<file path="src/rtl/led_effect_sched.sv">
// Picks one LED/display effect from watch status (alarm > edit > chime > idle),
// drives the shared Flash/BreathLED generators and muxes their pwm onto the outputs.
module led_effect_sched #(
  parameter int CLK_HZ       = 50_000_000,
  parameter int LEDS         = 8,
  parameter int ALARM_SEC    = 60,
  parameter int CHIME_SEC    = 3,
  parameter int IDLE_BREATHE = 1
) (
  input  logic            clk,
  input  logic            reset,
  input  logic            alarm_trig,
  input  logic            alarm_ack,
  input  logic            chime_req,
  input  logic            edit_active,
  input  logic [1:0]      edit_field,
  input  logic            flash_pwm,
  input  logic            breath_pwm,
  output logic            flash_en,
  output logic            flash_rst,
  output logic            breath_en,
  output logic            breath_rst,
  output logic [LEDS-1:0] led,
  output logic [3:0]      digit_blank,
  output logic [1:0]      fx_state
);
  // state | meaning
  // IDLE  | no event; LEDs breathe (or stay dark)
  // CHIME | top-of-hour flash for CHIME_SEC seconds
  // EDIT  | time edit; the edited digit pair blinks
  // ALARM | alarm flash until acknowledged or ALARM_SEC timeout
  typedef enum logic [1:0] {
    S_IDLE  = 2'd0,
    S_CHIME = 2'd1,
    S_EDIT  = 2'd2,
    S_ALARM = 2'd3
  } fx_t;

  localparam int              CYC_W     = (CLK_HZ > 1) ? $clog2(CLK_HZ) : 1;
  localparam logic [CYC_W-1:0] CYC_LAST = CYC_W'(CLK_HZ - 1);
  localparam logic [7:0]      ALARM_LIM = 8'(ALARM_SEC);
  localparam logic [7:0]      CHIME_LIM = 8'(CHIME_SEC);
  localparam logic            BREATHE   = (IDLE_BREATHE != 0);

  fx_t              state;
  fx_t              nxt;
  logic [CYC_W-1:0] cyc_cnt;
  logic [7:0]       sec_cnt;
  logic [7:0]       sec_inc;
  logic [1:0]       field_q;
  logic             sec_tick;
  logic             alarm_to;
  logic             chime_to;
  logic             enter;
  logic             restart;
  logic [LEDS-1:0]  led_d;
  logic [3:0]       blank_d;

  assign sec_tick = (cyc_cnt == CYC_LAST);
  assign sec_inc  = (sec_cnt == 8'hFF) ? sec_cnt : sec_cnt + 8'd1;

  // A limit is hit on the edge where the seconds counter reaches it, so an
  // effect lasts exactly N * CLK_HZ cycles from its entry.
  assign alarm_to = sec_tick && (sec_inc == ALARM_LIM);
  assign chime_to = sec_tick && (sec_inc == CHIME_LIM);

  always_comb begin
    nxt = state;
    if (alarm_trig) begin
      nxt = S_ALARM;
    end else begin
      case (state)
        S_ALARM: if (alarm_ack || alarm_to) nxt = edit_active ? S_EDIT : S_IDLE;
        S_IDLE: begin
          if (edit_active)    nxt = S_EDIT;
          else if (chime_req) nxt = S_CHIME;
        end
        S_CHIME: begin
          if (edit_active)   nxt = S_EDIT;
          else if (chime_to) nxt = S_IDLE;
        end
        S_EDIT:  if (!edit_active) nxt = S_IDLE;
        default: nxt = S_IDLE;
      endcase
    end
  end

  assign enter   = alarm_trig || (nxt != state);
  assign restart = enter || ((state == S_EDIT) && (edit_field != field_q));

  // Output mux follows the state being entered so led/blank line up with fx_state.
  always_comb begin
    led_d   = '0;
    blank_d = 4'b0000;
    case (nxt)
      S_IDLE:  led_d = {LEDS{breath_pwm & BREATHE}};
      S_CHIME: led_d = {LEDS{flash_pwm}};
      S_EDIT:  blank_d = (4'b0001 << edit_field) & {4{~flash_pwm}};
      S_ALARM: begin
        for (int i = 0; i < LEDS; i++) begin
          led_d[i] = i[0] ? ~flash_pwm : flash_pwm;
        end
        blank_d = {4{~flash_pwm}};
      end
      default: ;
    endcase
  end

  always_ff @(posedge clk) begin
    if (!reset) begin
      state       <= S_IDLE;
      cyc_cnt     <= '0;
      sec_cnt     <= '0;
      field_q     <= '0;
      flash_en    <= 1'b0;
      flash_rst   <= 1'b0;
      breath_en   <= 1'b0;
      breath_rst  <= 1'b0;
      led         <= '0;
      digit_blank <= '0;
    end else begin
      state   <= nxt;
      field_q <= edit_field;
      if (enter) begin
        cyc_cnt <= '0;
        sec_cnt <= '0;
      end else if (sec_tick) begin
        cyc_cnt <= '0;
        sec_cnt <= sec_inc;
      end else begin
        cyc_cnt <= cyc_cnt + CYC_W'(1);
      end
      flash_rst   <= restart;
      breath_rst  <= restart;
      flash_en    <= (nxt != S_IDLE);
      breath_en   <= (nxt == S_IDLE);
      led         <= led_d;
      digit_blank <= blank_d;
    end
  end

  assign fx_state = state;

endmodule

</file>
<file path="config.mk">
export PLATFORM = sky130hd
export DESIGN_NAME = led_effect_sched
export DESIGN_NICKNAME = d
export VERILOG_FILES = /design/src/rtl/led_effect_sched.sv
export SDC_FILE = /design/constraint.sdc
export NUM_CORES = 1
export LEC_CHECK = 0
export ABC_AREA = 1
export ABC_CLOCK_PERIOD_IN_PS = 5530
export BUFFER_PORTS_ARGS = -buffer_cell sky130_fd_sc_hd__buf_2
export CAP_MARGIN = 0
export CORE_MARGIN = 4
export CORE_UTILIZATION = 60
export CTS_BUF_LIST = sky130_fd_sc_hd__clkbuf_2 sky130_fd_sc_hd__clkbuf_4 sky130_fd_sc_hd__clkbuf_8
export DETAILED_ROUTE_END_ITERATION = 16
export PLACE_DENSITY = 0.81
export SLEW_MARGIN = 30
export SYNTH_ARGS = -nofsm -noshare
export SYNTH_HDL_FRONTEND = slang
export SYNTH_SLANG_ARGS = --single-unit
</file>
<file path="constraint.sdc">
create_clock -name clk -period 5.53 [get_ports clk]
set_input_delay 0.2765 -clock clk [delete_from_list [all_inputs] [get_ports clk]]
set_output_delay 0.2765 -clock clk [all_outputs]
set_load 0.02 [all_outputs]
</file>
# Yosys cells after proc, flatten, opt, wreduce, memory -nomap -nowiden
# Cells that the tools add are included.
[classes]
reduce_logical = 11
n_mux = 12
bitwise_logic = 3
eq_ne = 12
addsub = 2
shifts = 1
[op_table]
columns = ["operator", "count"]
rows = [
  ["$add 26x1->26 const B", 1],
  ["$eq 26x26->1 const B", 1],
  ["$pmux 8 s3", 1],
  ["$mux 2", 8],
  ["$add 8x1->8 const B", 1],
  ["$eq 2x2->1 const B", 4],
  ["$eq 8x2->1 const B", 1],
  ["$eq 8x6->1 const B", 1],
  ["$eq 8x8->1 const B", 1],
  ["$mux 8", 1],
  ["$pmux 2 s4", 1],
  ["$pmux 4 s2", 1],
  ["$and 4x4->4", 1],
  ["$eq 2x1->1 const B", 2],
  ["$logic_not 2->1", 2],
  ["$ne 2x2->1", 2],
  ["$shl 1x2->4 const A", 1],
  ["$logic_and 1x1->1", 3],
  ["$logic_or 1x1->1", 3],
  ["$reduce_or 3->1", 1],
  ["$not 1->1", 2],
  ["$reduce_bool 2->1", 1],
  ["$reduce_or 2->1", 1],
]
[totals]
reg_bits = 53
elab_cells = 50
in_bits = 10

# Longest topological paths before layout
[logic_depth]
ltp_word = 11
ltp_mapped = 16

# Least setup slack after synthesis
# No wires, ideal clock.
[synth_timing]
path_kind = "reg2reg"
start = "register cyc_cnt[0]"
end = "register cyc_cnt[5]"
path_slack_ns = 3.483
arrival_time_ns = 1.927
path_buffers = 1
required_time_ns = 5.409
path_stages_with_launch = 16
cell_sequence = "dfxtp_1 > ha_1 > nand3_2 > nor2_4 > inv_2 > nor2_2 > nand3_1 > nor2_2 > nand3_2 > nand2_2 > nand3_4 > nand2_2 > nand2_4 > nand3_4 > buf_12 > nor2_4"
[synth_via]
elab_chain_cells = 9
elab_cells_between_ends = 13
classes_between = "add/sub: 1; eq/ne: 2; mux: 5; reduce/logical: 5"
[synth_rtl]
columns = ["item", "line", "source"]
rows = [
  ["from (decl)", "47", "logic [CYC_W-1:0] cyc_cnt;"],
  ["from (signal assigned)", "131", "cyc_cnt <= cyc_cnt + CYC_W'(1);"],
  ["$eq 26x26->1", "59", "assign sec_tick = (cyc_cnt == CYC_LAST);"],
  ["$logic_and 1x1->1, on equally long branches", "65, 64", ""],
  ["$mux 2 or $logic_or 1x1->1 (tied branches)", "80, 73", ""],
  ["$mux 2, on equally long branches", "79, 73", ""],
  ["$pmux 2 s4", "72", "case (state)"],
  ["$mux 2", "69", "if (alarm_trig) begin"],
  ["$ne 2x2->1", "88", "assign enter = alarm_trig || (nxt != state);"],
  ["$logic_or 1x1->1", "88", ""],
  ["$reduce_or 3->1 (no source line)", "-", ""],
]
# Several ways; a longest one is shown, not always the timed one.
# A chain may end at the register's enable or synchronous reset.

# Final worst setup path
[layout_timing]
start = "register sec_cnt[1]"
end = "register cyc_cnt[20]"
[layout_via]
elab_chain_cells = 11
elab_cells_between_ends = 16
classes_between = "add/sub: 1; eq/ne: 4; mux: 6; reduce/logical: 5"
[layout_rtl]
columns = ["item", "line", "source"]
rows = [
  ["from (decl)", "48", "logic [7:0] sec_cnt;"],
  ["from (signal assigned)", "129", "sec_cnt <= sec_inc;"],
  ["$add 8x1->8 or $eq 8x8->1 (tied branches)", "60", "assign sec_inc = (sec_cnt == 8'hFF) ? sec_cnt : sec_cnt + 8'd1;"],
  ["$mux 8 *", "60", ""],
  ["$eq 8x2->1 or $eq 8x6->1 (tied branches)", "65, 64", ""],
  ["$logic_and 1x1->1, on equally long branches", "65, 64", ""],
  ["$mux 2 or $logic_or 1x1->1 (tied branches)", "80, 73", ""],
  ["$mux 2, on equally long branches", "79, 73", ""],
  ["$pmux 2 s4 *", "72", ""],
  ["$mux 2 *", "69", ""],
  ["$ne 2x2->1 *", "88", ""],
  ["$logic_or 1x1->1 *", "88", ""],
  ["$reduce_or 3->1 (no source line) *", "-", ""],
]
# Every way passes the cells marked *; elsewhere a longest branch is shown, timed or not.

==> impl_metrics.env <==
export IMPL_area_growth_pct=7.75
export IMPL_period_needed_ns=2.58
export IMPL_drive_gt1_frac=0.239
export IMPL_finalCritPeriodShare=0.466
export IMPL_yosysMostFrequentCell="nand2_1"
export IMPL_avgSynthCellArea_sq_um=7.54
export IMPL_vdd_drop_max_mv=0.163
export IMPL_crit_path_start="sec_cnt[1]"
export IMPL_synth_top_area_share=0.331
export IMPL_coreArea_sq_um=4470
export IMPL_finalClockSkew_ns=0.0138
export IMPL_overflow=0
export IMPL_p_total_w=0.000661
export IMPL_power_density_nw_per_um2=216
export IMPL_r2r_setup_slack_ns=2.95
export IMPL_slew_headroom=0.524
export IMPL_start_util=0.635
export IMPL_status="finished clean"
export IMPL_critPathKind="reg2reg"
export IMPL_drt_iter0_drc=101
export IMPL_yosysTopAreaCell="dfxtp_1"
export IMPL_place_congestion=0.910
export IMPL_cts_max_level=2
export IMPL_num_io_pins=28
export IMPL_clk_pin_slew_ns=0.09
export IMPL_place_area_sq_um=2950
export IMPL_drt_vias_per_instance=5.05
export IMPL_holdCritStartpoint="edit_field[1]"
export IMPL_critPathMaxFanout=26
export IMPL_ys_async_sr_fraction=0
export IMPL_cts_hold_buf=0
export IMPL_die_area_sq_um=5900
export IMPL_rsz0062_at_grt="no"
export IMPL_layout_nets=413
export IMPL_setup_viol=0
export IMPL_antenna_found_initial=0
export IMPL_tightest_slew_ns=0.714
export IMPL_drc_errors=0
export IMPL_syn_area_sq_um=2840
export IMPL_end_kind="flip-flop"
export IMPL_start_kind="flip-flop"
export IMPL_rows=24
export IMPL_clkLatencyLatePin_ns=0.30
export IMPL_ys_seq_elements=47
export IMPL_worst_r2r_cell_count=15
export IMPL_timing_rr_end="cyc_cnt[20]"
export IMPL_arrival_ns=2.80
export IMPL_grt_max_degree=27
export IMPL_antenna_cells=0
export IMPL_wire_per_inst_um=11.4
export IMPL_stdcell_area_sq_um=3060
export IMPL_die_x_um=76.8
export IMPL_post_cts_buffers=0
export IMPL_dp_cells=446
export IMPL_cts_resized_gates=0
export IMPL_synth_cell_types=31
export IMPL_max_cap_violations=0
export IMPL_setup_tns_final_ns=0
export IMPL_synthCells=377
export IMPL_min_delay_path_depth=3
export IMPL_clock_sinks=47
export IMPL_hold_path_end="field_q[1]"
export IMPL_io_buffers=27
export IMPL_grt_total_usage=0.194
export IMPL_clockBufferDepth=2
export IMPL_regToRegStartpoint="sec_cnt[1]"
export IMPL_yosys_top_cells_count="62 x nand2_1, 61 x inv_1, 50 x nor2_1"
export IMPL_cp_data_required_time_ns=5.75
export IMPL_ys_top_cells_by_area="dfxtp_1 33%, nor2_4 10%, nand2_1 8.2%, inv_1 8.1%, nor2_1 6.6%"
export IMPL_ys_seq_area_frac=0.331
export IMPL_synthFlopType="dfxtp_1"
export IMPL_syn_num_nets=389
export IMPL_first_global_vias=2244
export IMPL_fmax_ghz=0.388
export IMPL_cts_tree="yes"
export IMPL_hold_class="in2reg"
export IMPL_die_h_um=76.8
export IMPL_p_leak_nw=1.24
export IMPL_fin_cells=454
export IMPL_root_buffer="clkbuf_8"
export IMPL_drt_first_pass_iters=4
export IMPL_dp_hpwl_um=3970
export IMPL_yosysWarnings=0
export IMPL_vias=2294
export IMPL_synth_edf_count=0
export IMPL_grt_pass1_wl_um=9550
export IMPL_post_route_util=0.685
export IMPL_hold_violations=0
export IMPL_postRouteWirelength_um=5160
export IMPL_slew_viol_final=0
export IMPL_ant_nets=0
export IMPL_cts_buffers=5
[worst max path at each step]
| stage | to |
|---|---|
| 2_1_floorplan | cyc_cnt[5] |
| 3_3_place_gp | cyc_cnt[24] |
| 3_5_place_dp | cyc_cnt[20] |
| 4_1_cts | cyc_cnt[20] |
| 5_1_grt | cyc_cnt[17] |
| 6_report | cyc_cnt[20] |
[cell families after synthesis]
group,Yosys count,share of synthesized area
AO/OA/AOI/OAI,22,0.0396
XOR/XNOR,24,0.0739
AND/OR/NAND/NOR,205,0.424
buffers and inverters,77,0.122
adder cells (fa/ha/maj),2,0.00880
flip-flops,47,0.331
[stage by stage]
step	setup WS, ns	hold slack, ns
floorplan	3.48	0.370
global placement	3.08	0.453
detailed placement	2.93	0.459
CTS	2.90	0.218
global route	2.69	0.235
finish	2.95	0.225
[power breakdown]
group          leakage [nW]  switching (W)   total, W  internal (W)
registers             0.382     0.00000401   0.000349      0.000345
logic                 0.796      0.0000388  0.0000568     0.0000180
clock network        0.0587       0.000119   0.000256      0.000137
total                  1.24       0.000161   0.000661      0.000500
[cell type report]
type / count / area (sq um)
tap: 52 / 65.1
clock inverter: 3 / 47.5
inverter: 67 / 251
multi-input combinational: 253 / 1550
timing repair buffer: 27 / 135
sequential: 47 / 941
clock buffer: 5 / 68.8
fill: 365 / 1410
[metal layers]
metal	GRT usage	part of all wire	routed length (um)	vias to the layer above
met4	0.0797	0.023	121	0
met1	0.227	0.44	2280	1027
met5	0	0	0	-
met2	0.338	0.49	2530	46
met3	0.0433	0.044	225	16
li1	-	-	-	1205
[critical path, stage by stage (launching register included)]
cell	delay [ns]
dfxtp_1	0.43
ha_1	0.27
nand3_2	0.11
inv_2	0.11
nand2_4	0.09
nand2_1	0.10
nor2_2	0.04
nand2_1	0.08
inv_1	0.05
nand3_2	0.09
nand2_2	0.08
nand3_4	0.12
nand2_2	0.07
nand2_4	0.09
nand3_4	0.49
nor2_1	0.26
[cells in the final DEF (no fill, tap or decap)]
cell / instances
nor4_1: 3
o211ai_1: 1
inv_1: 61
nor2_2: 4
xnor2_1: 6
nand2_4: 3
or2_2: 1
nand3b_4: 1
o21ai_0: 6
nand4_1: 11
nor3_1: 6
nand3_1: 15
nor2_1: 50
nand2_2: 7
dfxtp_1: 47
buf_2: 27
inv_6: 1
inv_2: 6
bufinv_16: 1
clkinv_4: 1
nand3_2: 8
and3_1: 2
a21oi_1: 13
xor2_1: 18
nor2_4: 26
ha_1: 2
nor3_2: 2
nand2_1: 62
clkbuf_8: 5
nand3_4: 2
nor3_4: 1
o21ai_1: 2
nand3b_1: 1
[sequential cells by signal, summed over array words and instances, names as in the netlist, 2 cells and up]
| register | cells |
|---|---|
| cyc_cnt | 26 |
| digit_blank | 4 |
| field_q | 2 |
| fx_state | 2 |
| led | 2 |
| sec_cnt | 8 |
No activity file was read; power rests on OpenSTA's default activity.
